`src/rtl/pat_scan_pkg.sv`:
```
// Shared constants, state encoding and helpers for the pattern-buffer scan path.
// Pure declarations: no latency.
// No backpressure of its own.
package pat_scan_pkg;

    // Pattern buffer geometry: 22 bytes of 8 bits, 8 buffers.
    localparam int SCAN_BYTES = 22;
    localparam int SCAN_WIDTH = 8;
    localparam int SCAN_BUFS  = 8;

    // Derived widths used by the interfaces and the loader.
    localparam int SCAN_AW    = $clog2(SCAN_BUFS);
    localparam int SCAN_BCW   = $clog2(SCAN_BYTES);
    localparam int SCAN_CHAIN = SCAN_BYTES * SCAN_WIDTH;

    // Loader transfer phases.
    typedef enum logic [1:0] {
        IDLE  = 2'd0,
        LOAD  = 2'd1,
        SHIFT = 2'd2,
        DRAIN = 2'd3
    } scan_state_t;

    // True when a byte count refers to the final byte of an image of nbytes.
    function automatic logic is_last_byte(input logic [SCAN_BCW-1:0] cnt,
                                          input int                  nbytes);
        return cnt == SCAN_BCW'(nbytes - 1);
    endfunction

endpackage

```
`src/rtl/scan_loader_if.sv`:
```
// Host-side byte streams and the serial scan bus of the pattern buffers.
// Wires only: no latency.
// Host streams use valid/ready; the scan bus has no flow control.

// Host/config port: transfer control plus write and readback byte streams.
// master = host, slave = scan_loader.
interface scan_host_if import pat_scan_pkg::*; #(
    parameter int BW = SCAN_WIDTH,
    parameter int AW = SCAN_AW
) ();
    logic          start;
    logic [AW-1:0] addr;
    logic          abort;
    logic          busy;
    logic          done;
    logic [BW-1:0] wr_data;
    logic          wr_valid;
    logic          wr_ready;
    logic [BW-1:0] rd_data;
    logic          rd_valid;
    logic          rd_ready;

    modport master (
        output start, addr, abort, wr_data, wr_valid, rd_ready,
        input  busy, done, wr_ready, rd_data, rd_valid
    );

    modport slave (
        input  start, addr, abort, wr_data, wr_valid, rd_ready,
        output busy, done, wr_ready, rd_data, rd_valid
    );
endinterface

// Serial scan bus into the buffers block.
// master = scan_loader (sole driver), slave = buffers.
interface scan_chain_if import pat_scan_pkg::*; #(
    parameter int AW = SCAN_AW
) ();
    logic          sin;
    logic          ssel;
    logic [AW-1:0] saddr;
    logic          sout;

    modport master (
        output sin, ssel, saddr,
        input  sout
    );

    modport slave (
        input  sin, ssel, saddr,
        output sout
    );
endinterface

```
`src/rtl/scan_shifter.sv`:
```
// One-byte serialiser/deserialiser: PISO towards sin, SIPO from sout, common enable.
// One bit per enabled clk; last_bit flags the final shift of a byte.
// No backpressure: the controller decides when to load and when to shift.
module scan_shifter #(
    parameter int BW = 8
) (
    input  logic          clk,
    input  logic          rst,
    input  logic          load,
    input  logic [BW-1:0] din,
    input  logic          shift,
    input  logic          sout,
    output logic          sin,
    output logic [BW-1:0] cap_nxt,
    output logic          last_bit
);

    localparam int CW = (BW > 1) ? $clog2(BW) : 1;

    logic [BW-1:0] piso_q;
    logic [BW-1:0] sipo_q;
    logic [CW-1:0] bit_cnt_q;

    // MSB leaves first; the capture side fills from the LSB so the first
    // bit out of the chain ends up as the MSB of the readback byte.
    assign sin      = piso_q[BW-1];
    assign cap_nxt  = {sipo_q[BW-2:0], sout};
    assign last_bit = shift && (bit_cnt_q == CW'(BW - 1));

    // Load a fresh byte, or advance both registers and the bit counter together.
    always_ff @(posedge clk or posedge rst) begin
        if (rst) begin
            piso_q    <= '0;
            sipo_q    <= '0;
            bit_cnt_q <= '0;
        end else if (load) begin
            piso_q    <= din;
            bit_cnt_q <= '0;
        end else if (shift) begin
            piso_q    <= {piso_q[BW-2:0], 1'b0};
            sipo_q    <= cap_nxt;
            bit_cnt_q <= bit_cnt_q + 1'b1;
        end
    end

endmodule

```
`src/rtl/scan_loader.sv`:
```
// Shifts a host byte stream into one pattern buffer and returns the old image as bytes.
// Byte accepted at N -> ssel N+1..N+8 -> rd_valid at N+9; 10 cycles/byte with rd_ready high.
// A pending readback byte holds wr_ready low, so the chain freezes until the host drains it.
module scan_loader import pat_scan_pkg::*; #(
    parameter int buffer_size  = SCAN_BYTES,
    parameter int buffer_width = SCAN_WIDTH,
    parameter int no_bufs      = SCAN_BUFS
) (
    input logic          clk,
    input logic          rst,
    scan_host_if.slave   host,
    scan_chain_if.master chain
);

    localparam int BW  = buffer_width;
    localparam int AW  = $clog2(no_bufs);
    localparam int BCW = $clog2(buffer_size);

    scan_state_t    state_q;
    logic [BCW-1:0] byte_cnt_q;
    logic [AW-1:0]  saddr_q;
    logic [BW-1:0]  rd_data_q;
    logic           busy_q;
    logic           done_q;
    logic           rd_valid_q;
    logic           ssel_q;

    logic           wr_ready_w;
    logic           wr_hs;
    logic           rd_hs;
    logic           abort_now;
    logic           load_en;
    logic           sin_w;
    logic           last_bit;
    logic [BW-1:0]  cap_nxt;

    // Only wr_ready is combinational; every other output comes straight from a flop.
    assign wr_ready_w = (state_q == LOAD) && !rd_valid_q;
    assign wr_hs      = host.wr_valid && wr_ready_w;
    assign rd_hs      = rd_valid_q && host.rd_ready;
    assign abort_now  = host.abort && (state_q != IDLE);
    // An abort wins over a byte offered in the same cycle, so nothing gets loaded.
    assign load_en    = wr_hs && !abort_now;

    scan_shifter #(
        .BW (BW)
    ) u_shifter (
        .clk      (clk),
        .rst      (rst),
        .load     (load_en),
        .din      (host.wr_data),
        .shift    (ssel_q),
        .sout     (chain.sout),
        .sin      (sin_w),
        .cap_nxt  (cap_nxt),
        .last_bit (last_bit)
    );

    // Transfer FSM: owns ssel, the byte counter and the host status/readback flops.
    always_ff @(posedge clk or posedge rst) begin
        if (rst) begin
            state_q    <= IDLE;
            byte_cnt_q <= '0;
            saddr_q    <= '0;
            rd_data_q  <= '0;
            busy_q     <= 1'b0;
            done_q     <= 1'b0;
            rd_valid_q <= 1'b0;
            ssel_q     <= 1'b0;
        end else begin
            done_q <= 1'b0;
            if (abort_now) begin
                // The chain keeps whatever was shifted so far; nothing is repaired.
                state_q    <= IDLE;
                ssel_q     <= 1'b0;
                rd_valid_q <= 1'b0;
                busy_q     <= 1'b0;
            end else begin
                // rd_valid is never set in the same cycle it can be consumed,
                // because it is always low while shifting.
                if (rd_hs) begin
                    rd_valid_q <= 1'b0;
                end
                case (state_q)
                    IDLE: begin
                        if (host.start) begin
                            state_q    <= LOAD;
                            saddr_q    <= host.addr;
                            byte_cnt_q <= '0;
                            busy_q     <= 1'b1;
                        end
                    end
                    LOAD: begin
                        if (wr_hs) begin
                            state_q <= SHIFT;
                            ssel_q  <= 1'b1;
                        end
                    end
                    SHIFT: begin
                        if (last_bit) begin
                            ssel_q     <= 1'b0;
                            rd_data_q  <= cap_nxt;
                            rd_valid_q <= 1'b1;
                            byte_cnt_q <= byte_cnt_q + 1'b1;
                            state_q    <= is_last_byte(byte_cnt_q, buffer_size) ? DRAIN : LOAD;
                        end
                    end
                    DRAIN: begin
                        if (rd_hs) begin
                            done_q  <= 1'b1;
                            busy_q  <= 1'b0;
                            state_q <= IDLE;
                        end
                    end
                    default: state_q <= IDLE;
                endcase
            end
        end
    end

    assign host.busy     = busy_q;
    assign host.done     = done_q;
    assign host.wr_ready = wr_ready_w;
    assign host.rd_data  = rd_data_q;
    assign host.rd_valid = rd_valid_q;

    assign chain.sin     = sin_w;
    assign chain.ssel    = ssel_q;
    assign chain.saddr   = saddr_q;

endmodule

```
`src/flat_wrapper.sv`:
```
// flat-port wrapper written by rule: the top's interface ports become plain ports
module scan_loader_flat import pat_scan_pkg::*;
#(
    parameter int buffer_size  = SCAN_BYTES,
    parameter int buffer_width = SCAN_WIDTH,
    parameter int no_bufs      = SCAN_BUFS
)
  (clk, rst, host_start, host_addr, host_abort, host_wr_data, host_wr_valid, host_rd_ready, host_busy, host_done, host_wr_ready, host_rd_data, host_rd_valid, chain_sin, chain_ssel, chain_saddr, chain_sout);
  scan_host_if host_i ();
  scan_chain_if chain_i ();
  input logic clk;
  input logic rst;
  input wire logic [$bits(host_i.start)-1:0] host_start;
  input wire logic [$bits(host_i.addr)-1:0] host_addr;
  input wire logic [$bits(host_i.abort)-1:0] host_abort;
  input wire logic [$bits(host_i.wr_data)-1:0] host_wr_data;
  input wire logic [$bits(host_i.wr_valid)-1:0] host_wr_valid;
  input wire logic [$bits(host_i.rd_ready)-1:0] host_rd_ready;
  output wire logic [$bits(host_i.busy)-1:0] host_busy;
  output wire logic [$bits(host_i.done)-1:0] host_done;
  output wire logic [$bits(host_i.wr_ready)-1:0] host_wr_ready;
  output wire logic [$bits(host_i.rd_data)-1:0] host_rd_data;
  output wire logic [$bits(host_i.rd_valid)-1:0] host_rd_valid;
  output wire logic [$bits(chain_i.sin)-1:0] chain_sin;
  output wire logic [$bits(chain_i.ssel)-1:0] chain_ssel;
  output wire logic [$bits(chain_i.saddr)-1:0] chain_saddr;
  input wire logic [$bits(chain_i.sout)-1:0] chain_sout;
  assign host_i.start = host_start;
  assign host_i.addr = host_addr;
  assign host_i.abort = host_abort;
  assign host_i.wr_data = host_wr_data;
  assign host_i.wr_valid = host_wr_valid;
  assign host_i.rd_ready = host_rd_ready;
  assign host_busy = host_i.busy;
  assign host_done = host_i.done;
  assign host_wr_ready = host_i.wr_ready;
  assign host_rd_data = host_i.rd_data;
  assign host_rd_valid = host_i.rd_valid;
  assign chain_sin = chain_i.sin;
  assign chain_ssel = chain_i.ssel;
  assign chain_saddr = chain_i.saddr;
  assign chain_i.sout = chain_sout;
  scan_loader #(.buffer_size(buffer_size), .buffer_width(buffer_width), .no_bufs(no_bufs)) u_core (.clk(clk), .rst(rst), .host(host_i), .chain(chain_i));
endmodule
```
`config.mk`:
```
export PLATFORM = sky130hd
export DESIGN_NAME = scan_loader_flat
export DESIGN_NICKNAME = d
export VERILOG_FILES = /design/src/rtl/pat_scan_pkg.sv /design/src/rtl/scan_loader_if.sv /design/src/rtl/scan_shifter.sv /design/src/rtl/scan_loader.sv /design/src/flat_wrapper.sv
export SDC_FILE = /design/constraint.sdc
export NUM_CORES = 1
export LEC_CHECK = 0
export CAP_MARGIN = 25
export CORE_MARGIN = 2
export CORE_UTILIZATION = 40
export DETAILED_ROUTE_END_ITERATION = 12
export GPL_TIMING_DRIVEN = 0
export PLACE_DENSITY = 0.62
export SYNTH_ARGS = -nofsm -noshare
export SYNTH_HDL_FRONTEND = slang
export SYNTH_HIERARCHICAL = 1
export SYNTH_SLANG_ARGS = --single-unit
```
`constraint.sdc`:
```
create_clock -name clk -period 4.45 [get_ports clk]
set_clock_uncertainty 0.2 [all_clocks]
set_input_delay 0.445 -clock clk [delete_from_list [all_inputs] [get_ports clk]]
set_output_delay 0.445 -clock clk [all_outputs]
set_load 0.01 [all_outputs]
```
Word level (Yosys, flattened, before mapping). Cells that the tools add are included.

Register bits: 40. Bits in latches: 0. RAM bits: 0. ROM bits: 0. Input bits: 18. Memories: 0.

$add $sub $neg: 2. $mul: 0. Div/mod/pow operators: 0. $lt $le $gt $ge: 0. Equality and inequality tests: 11. Shift-type cells: 0. Muxes and demuxes: 29. Bitwise gates (word level): 2. Reductions and logical operators: 21.

Operators by type and width (number): $mux 8 (2); $mux 1 (13); $mux 2 (6); $reduce_and 3->1 (4); $mux 5 (2); $pmux 5 s2 (1); $ne 3x1->1 const B (3); $pmux 2 s4 (1); $reduce_and 4->1 (2); $logic_and 1x1->1 (6); $mux 3 (2); $reduce_bool 2->1 (3); $reduce_bool 3->1 (2); $add 5x1->5 const B (1); $eq 5x5->1 const B (1); $eq 2x2->1 const B (2); $pmux 1 s2 (2); $add 3x1->3 const B (1); $eq 3x3->1 const B (1); $ne 3x2->1 const B (1); $eq 2x1->1 const B (1); $logic_not 1->1 (2); $logic_not 2->1 (1); $ne 2x1->1 const B (1); other kinds (3) (4).

Logic depth before layout (Yosys ltp). Gate-level depths: netlist (run 1).

Depth in word-level cells: 6. Gate-level depth with buffers: 7. Mapped depth without buffers: 7.

Cells and area by module. The synthesis (run 1) kept the hierarchy.

Modules (own cells, without submodules): scan_loader (times used 1, cells each 94, area an instance 1086.0 µm²); scan_shifter (times used 1, cells each 65, area an instance 819.5 µm²).

Worst setup path after synthesis (run 1). OpenSTA, ideal clock, no wires.

Kind: flip-flop to flip-flop. Start point: register u_core.ssel_q, in the netlist u_core/chain.ssel. End point: register u_core.rd_data_q[0], in the netlist u_core/host.rd_data[0]. Setup time: 125 ps. Arrival time: 1648 ps. Data required time: 4125 ps. Setup slack: 2477 ps. Cell stages (with the launch flop): 5. Buffers on the path: 1. Period minus slack after synthesis: 1973 ps. Cells stage by stage: dfrtp_1 > buf_4 > and2_1 > nor3b_4 > mux2_2.

Cells in the longest elaborated chain, start to end: 2.

Ends and longest elaborated chain: start: declaration (RTL line scan_loader.sv:26) `logic ssel_q;`; start signal: assignment (RTL line scan_loader.sv:69) `ssel_q <= 1'b0;`; start signal: assignment (RTL line scan_loader.sv:75) `ssel_q <= 1'b0;`; start signal: assignment (RTL line scan_loader.sv:96) `ssel_q <= 1'b1;`; $logic_and 1x1->1 (RTL line scan_shifter.sv:28) `assign last_bit = shift && (bit_cnt_q == CW'(BW - 1));`; net u_core.last_bit (RTL line scan_loader.sv:34) `logic last_bit;`; $reduce_and 3->1 (no source line); end signal: assignment (RTL line scan_loader.sv:102) `rd_data_q <= cap_nxt;`; end: declaration (RTL line scan_loader.sv:22) `logic [BW-1:0] rd_data_q;`.

The timed path passes the listed nets, and every way through them passes these cells. A chain may end at the register's enable or synchronous reset.

Final worst setup path (run 1).
Start point: register u_core.state_q[1]. End point: output host_wr_ready.

Cells in the longest elaborated chain, start to end: 2.

Ends and longest elaborated chain: start: declaration (RTL line scan_loader.sv:19) `scan_state_t state_q;`; start signal: assignment (RTL line scan_loader.sv:105) `state_q <= is_last_byte(byte_cnt_q, buffer_size) ? DRAIN : LOAD;`; $eq 2x1->1 (RTL line scan_loader.sv:38) `assign wr_ready_w = (state_q == LOAD) && !rd_valid_q;`; $logic_and 1x1->1 (RTL line scan_loader.sv:38); end: declaration (RTL line flat_wrapper.sv:21) `output wire logic [$bits(host_i.wr_ready)-1:0] host_wr_ready;`.

No other way between the ends.

==> results of run 1 <==
==> cells in the final DEF, fill, tap and decap left out, types with 7 or more instances in the layout <==
master,synthesis,layout
mux2_2,13,13
clkbuf_8,0,7
nand2_1,11,11
dfrtp_1,40,40
mux2_4,7,7
nor2_1,12,12
mux2i_1,9,9
clkdlybuf4s50_1,0,34
o21ai_0,8,8
==> per-stage QoR <==
stage	area [µm²]	power [mW]	setup WS, ns	utilization, %	std cells
2_1_floorplan	1910	0.884	2.48	-	159
3_3_place_gp	2310	1.02	2.09	49.6	247
3_5_place_dp	2310	1.05	2.05	49.6	247
4_1_cts	2410	1.31	2.17	51.7	254
5_1_grt	2410	1.38	2.08	51.7	254
6_report	2410	1.30	2.18	51.7	254
==> sequential cells by signal, summed over array words and instances (netlist names) <==
signal / count
u_core/chain.ssel: 1
u_core/u_shifter/bit_cnt_q: 3
u_core/host.rd_data: 8
u_core/host.done: 1
u_core/state_q: 2
u_core/byte_cnt_q: 5
u_core/u_shifter/piso_q: 8
u_core/host.busy: 1
u_core/u_shifter/sipo_q: 7
u_core/host.rd_valid: 1
u_core/chain.saddr: 3
==> metal layers <==
layer  up-vias  wire, µm
met3         6       164
met4         0        36
met1       624      1660
met5         -         0
li1        630         -
met2        28      1810
==> cell families (layout without fill, tap and decap cells) <==
logic type,after synthesis,after routing
AND/OR/NAND/NOR,44,44
flip-flops,40,40
multiplexers,29,29
AO/OA/AOI/OAI,26,26
buffers and inverters,12,53
adder cells (fa/ha/maj),4,4
XOR/XNOR,4,4
==> how the worst min path moves through the flow <==
stage | from | slack, ns | cells past startpoint | endpoint
global route | u_core/chain.saddr[2]$_DFFE_PP0P_ | 0.33 | 1 | u_core/chain.saddr[2]$_DFFE_PP0P_
CTS | u_core/host.rd_data[0]$_DFFE_PP0P_ | 0.31 | 1 | u_core/host.rd_data[0]$_DFFE_PP0P_
global placement | u_core/chain.saddr[2]$_DFFE_PP0P_ | 0.29 | 1 | u_core/chain.saddr[2]$_DFFE_PP0P_
floorplan | rst | 0.18 | 1 | u_core/u_shifter/bit_cnt_q[0]$_DFFE_PP0P_
finish | u_core/host.rd_data[0]$_DFFE_PP0P_ | 0.31 | 1 | u_core/host.rd_data[0]$_DFFE_PP0P_
detailed placement | u_core/u_shifter/sipo_q[6]$_DFFE_PP0P_ | 0.30 | 1 | u_core/u_shifter/sipo_q[6]$_DFFE_PP0P_
==> cell usage after synthesis, drive strengths merged, types with 3 or more instances <==
| master | instances | area, µm² |
|---|---|---|
| xnor2 | 4 | 35.0 |
| dfrtp | 40 | 1000 |
| ha | 4 | 50.1 |
| mux2 | 20 | 251 |
| nand3 | 4 | 20.0 |
| mux2i | 9 | 90.1 |
| nand2 | 11 | 41.3 |
| buf | 6 | 43.8 |
| a21o | 3 | 22.5 |
| nor2b | 3 | 18.8 |
| nor2 | 12 | 45.0 |
| inv | 5 | 18.8 |
| o21ai | 13 | 65.1 |
| a211oi | 3 | 22.5 |
| nand2b | 6 | 45.0 |
==> report_power, final <==
part           switching (mW)  internal, mW  total, mW
Sequential             0.0856         0.477      0.563
Clock                   0.119         0.138      0.257
Combinational           0.207         0.268      0.475
==> layout make-up <==
class	instances	share of cell area, %
flip-flops and latches	40	41.5
inverters	5	0.779
repair buffers	34	14.1
multi-input cells	107	34.8
clock buffers	7	4.00
well taps	54	2.80
plain buffers	7	1.97
==> results.json, run 1 <==
{
  "fin_hold_ws_ns": 0.310,
  "via_per_inst": 5.07,
  "crit_path_end": "host_wr_ready",
  "slew_viol_final": 0,
  "arrival_ns": 1.62,
  "drive_gt1_share_pct": 18.5,
  "endpoint_kind": "output port",
  "cp.depth": 3,
  "synth_cell_types": 34,
  "vias": 1288,
  "grt_max_degree": 23,
  "path_cells": "nand2b_1 > nor2_1 > clkdlybuf4s50_1",
  "cts_sinks": 40,
  "wl_per_cell_um": 14.5,
  "cts_buffers": 5,
  "async_flop_share_pct": 100,
  "cts_tree": "yes",
  "cts_resized": 0,
  "gr-total-overflow": 0,
  "final_antenna_net_count": 0,
  "path_delay_family": "buffers and inverters",
  "synth_compound_area_share_pct": 8.21,
  "crit_start": "u_core/state_q[1]$_DFFE_PP0P_",
  "rr_startpoint": "u_core/chain.ssel$_DFFE_PP0P_",
  "avgSynthCellArea_um2": 12.0,
  "syn-cell-area_um2": 1910,
  "grt-busiest-layer": "met2",
  "multi_input_area_um2": 838,
  "seq_area_frac_synth_pct": 52.5,
  "cts_hold_buf": 0,
  "reg2reg_depth": 4,
  "yosys_register_bits": 40,
  "cp_num_buf_inv": 1,
  "outcome": "complete, no violations",
  "worstSetupStartpointType": "flip-flop",
  "hp-class": "reg2reg",
  "use_met1_pct": 18.9,
  "synthCells": 159,
  "first_global_vias": 1355,
  "regToRegSetupSlack_ns": 2.26,
  "regArea_um2": 1000,
  "synth_flop_cell": "dfrtp_1",
  "min_period_over_period_pct": 51.0,
  "power_leakage_nw": 1.11,
  "place.detailed.hpwl_um": 2680,
  "io_pins": 35,
  "synthXorXnorAreaFrac_pct": 1.84,
  "nets": 222,
  "dieHeight_um": 73.0,
  "p_per_area_nw_per_um2": 538,
  "synth_top_family_by_area": "multiplexers",
  "syn_nets": 181,
  "grt_pass1_wl_um": 6180,
  "area_delta_synth_final_pct": 26.5,
  "grt_setup_unrepaired": "false",
  "firstDrtPassIters": 4,
  "crit_slowest_cell": "clkdlybuf4s50_1",
  "grtUsageMet2_pct": 23.8,
  "final-hold-violation-count": 0,
  "antenna_found_initial": 0,
  "drt_iter0_drc": 63,
  "rows": 25,
  "fin_tns_setup_ns": 0,
  "die_x_um": 73.0,
  "start_util_pct": 40.9,
  "clockBufferDepth": 2,
  "tightest_slew_ns": 0.871,
  "finalCriticalPeriod_ns": 2.27,
  "synth_fa_ha_area_share_pct": 2.63,
  "diodes": 0,
  "vdd_ir_drop_max_mv": 0.266,
  "synth.area.mux_share_pct": 17.9,
  "path_class": "reg2out",
  "synth_edf_count": 0,
  "io_buffers": 34,
  "cpPeakStageDelay_ns": 0.55,
  "path_clk_slew_ns": 0.08,
  "num-fill-cells": 398,
  "core_um2": 4660,
  "routabilityCongestion": 0.816,
  "htreeDepth": 2,
  "grt_util_all_layers_pct": 15.0,
  "grtUsageMet3_pct": 4.83,
  "drc_errors": 0,
  "max_cap_viol_count": 0,
  "root_buffer": "clkbuf_8",
  "ys.warnings.count": 6,
  "die_area_um2": 5330,
  "timing.rr.end": "u_core/host.rd_data[6]$_DFFE_PP0P_",
  "finalSetupViolations": 0,
  "slew-limit-headroom_pct": 41.9,
  "clock_latency_ns": 0.29,
  "cts_setup_buffers": 0,
  "wl_um": 3670,
  "cp_data_required_time_ns": 3.81,
  "synth-simple-area-share_pct": 13.4,
  "worstPathMaxFanout": 4,
  "timing.fmax_mhz": 441
}
Note: power is estimated with default switching activity, not from simulation.
==> inputs of run 2 (changes only) <==
PLACE_DENSITY = 0.64   (was 0.62)
clock period = 1.95 ns   (was 4.45 ns; I/O delays follow)
==> results.json, run 2 (synthesis results as in run 1) <==
{
  "final_antenna_net_count": 0,
  "cts_buffers": 5,
  "clockBufferDepth": 2,
  "firstDrtPassIters": 4,
  "cp_num_buf_inv": 1,
  "gr-total-overflow": 0,
  "p_per_area_nw_per_um2": 1250,
  "grt_util_all_layers_pct": 15.3,
  "path_delay_family": "simple AND/OR/NAND/NOR gates",
  "path_class": "reg2reg",
  "io_pins": 35,
  "wl_per_cell_um": 14.3,
  "root_buffer": "clkbuf_8",
  "vdd_ir_drop_max_mv": 0.493,
  "vias": 1335,
  "arrival_ns": 1.85,
  "worstSetupStartpointType": "flip-flop",
  "crit_slowest_cell": "dfrtp_2",
  "area_delta_synth_final_pct": 31.3,
  "cts_hold_buf": 0,
  "path_clk_slew_ns": 0.09,
  "cp.depth": 6,
  "endpoint_kind": "flip-flop",
  "reg2reg_depth": 6,
  "hp-class": "in2async",
  "drt_iter0_drc": 92,
  "cpPeakStageDelay_ns": 0.45,
  "core_um2": 4660,
  "finalSetupViolations": 0,
  "slew_viol_final": 0,
  "grt_setup_unrepaired": "false",
  "final-hold-violation-count": 0,
  "nets": 227,
  "num-fill-cells": 409,
  "final_cell_mix": "38 x dfrtp_1, 33 x clkdlybuf4s50_1, 13 x mux2_2, 11 x nor2_1, 11 x nand2_1",
  "finalCriticalPeriod_ns": 1.87,
  "via_per_inst": 5.13,
  "antenna_found_initial": 0,
  "die_x_um": 73.0,
  "critPathMostFrequentCell": "nand2b_1",
  "cts_tree": "yes",
  "power_leakage_nw": 1.14,
  "die_area_um2": 5330,
  "wl_um": 3710,
  "first_global_vias": 1283,
  "drive_gt1_share_pct": 23.8,
  "min_period_over_period_pct": 95.8,
  "dieHeight_um": 73.0,
  "diodes": 0,
  "final_area_um2": 2500,
  "grt_pass1_wl_um": 6160,
  "final_common_cell": "dfrtp_1",
  "regToRegSetupSlack_ns": 0.08,
  "fin_hold_ws_ns": 0.106,
  "cts_sinks": 40,
  "cp_data_required_time_ns": 1.94,
  "rr_startpoint": "u_core/state_q[1]$_DFFE_PP0P_",
  "start_util_pct": 40.9,
  "max_cap_viol_count": 0,
  "worstPathMaxFanout": 7,
  "timing.fmax_mhz": 535,
  "outcome": "complete, no violations",
  "tightest_slew_ns": 0.869,
  "timing.rr.end": "u_core/u_shifter/sipo_q[6]$_DFFE_PP0P_",
  "drc_errors": 0,
  "place.detailed.hpwl_um": 2650,
  "placed_cells": 247,
  "grt_max_degree": 23,
  "io_buffers": 34,
  "htreeDepth": 2,
  "clock_latency_ns": 0.30,
  "instances_no_fill": 260,
  "path_cells": "nand2b_1 > nor2_2 > and3_4 > nand2b_1 > buf_6 > mux2_4",
  "rows": 25,
  "postPlaceCellArea_um2": 2310,
  "routabilityCongestion": 0.774,
  "slew-limit-headroom_pct": 42.0
}
## run 2: timing repair
| action | CTS | global route |
|---|---|---|
| setup endpoints to repair | 11 | 30 |
| setup buffers | 1 | 4 |
| gates resized for setup | 3 | 7 |
## run 2: cell type report
type                    count  area [µm²]  area share [%]
flip-flops and latches     40        1000            40.1
repair buffers             39         389            15.6
multi-input cells         107         851            34.0
plain buffers               7        56.3            2.25
clock inverters             3        46.3            1.85
inverters                   5        18.8           0.750
clock buffers               5        68.8            2.75
well taps                  54        67.6            2.70
## run 2: how the worst max path moves through the flow
stage                                  startpoint                                     end  slack (ns)
CTS                 u_core/state_q[1]$_DFFE_PP0P_  u_core/u_shifter/sipo_q[6]$_DFFE_PP0P_        0.03
detailed placement                     host_abort  u_core/u_shifter/sipo_q[0]$_DFFE_PP0P_       -0.19
global placement                       host_abort  u_core/u_shifter/sipo_q[0]$_DFFE_PP0P_       -0.19
global route        u_core/state_q[1]$_DFFE_PP0P_  u_core/u_shifter/sipo_q[6]$_DFFE_PP0P_       0.003
finish              u_core/state_q[1]$_DFFE_PP0P_  u_core/u_shifter/sipo_q[6]$_DFFE_PP0P_        0.08
floorplan           u_core/chain.ssel$_DFFE_PP0P_      u_core/host.rd_data[0]$_DFFE_PP0P_        0.05
## run 2: where the power goes
group          switching [mW]  internal, mW
Combinational           0.486         0.655
Clock                   0.315         0.386
Sequential              0.189          1.09
Total                   0.990          2.13
## run 2: worst reg2reg max path, cell delays in order (launching register included)
cell and delay [ns]:
dfrtp_2 0.45, nand2b_1 0.20, nor2_2 0.12, and3_4 0.20, nand2b_1 0.12, buf_6 0.15, mux2_4 0.31
## run 2: per-stage QoR
stage	utilization [%]	power [mW]	worst slack, ns	TNS [ns]
floorplan	-	2.02	0.0462	0
global placement	49.7	2.34	-0.188	-3.25
detailed placement	49.7	2.38	-0.190	-3.66
CTS	52.6	3.09	0.0277	0
global route	53.7	3.33	0.00271	0
finish	53.7	3.12	0.0819	0
## run 2: routing by layer
layer	vias up	global-route usage, %	routed length (µm)
met5	-	0	0
li1	639	-	-
met1	657	17.7	1600
met4	0	5.56	41
met3	4	5.66	212
met2	35	25.9	1860
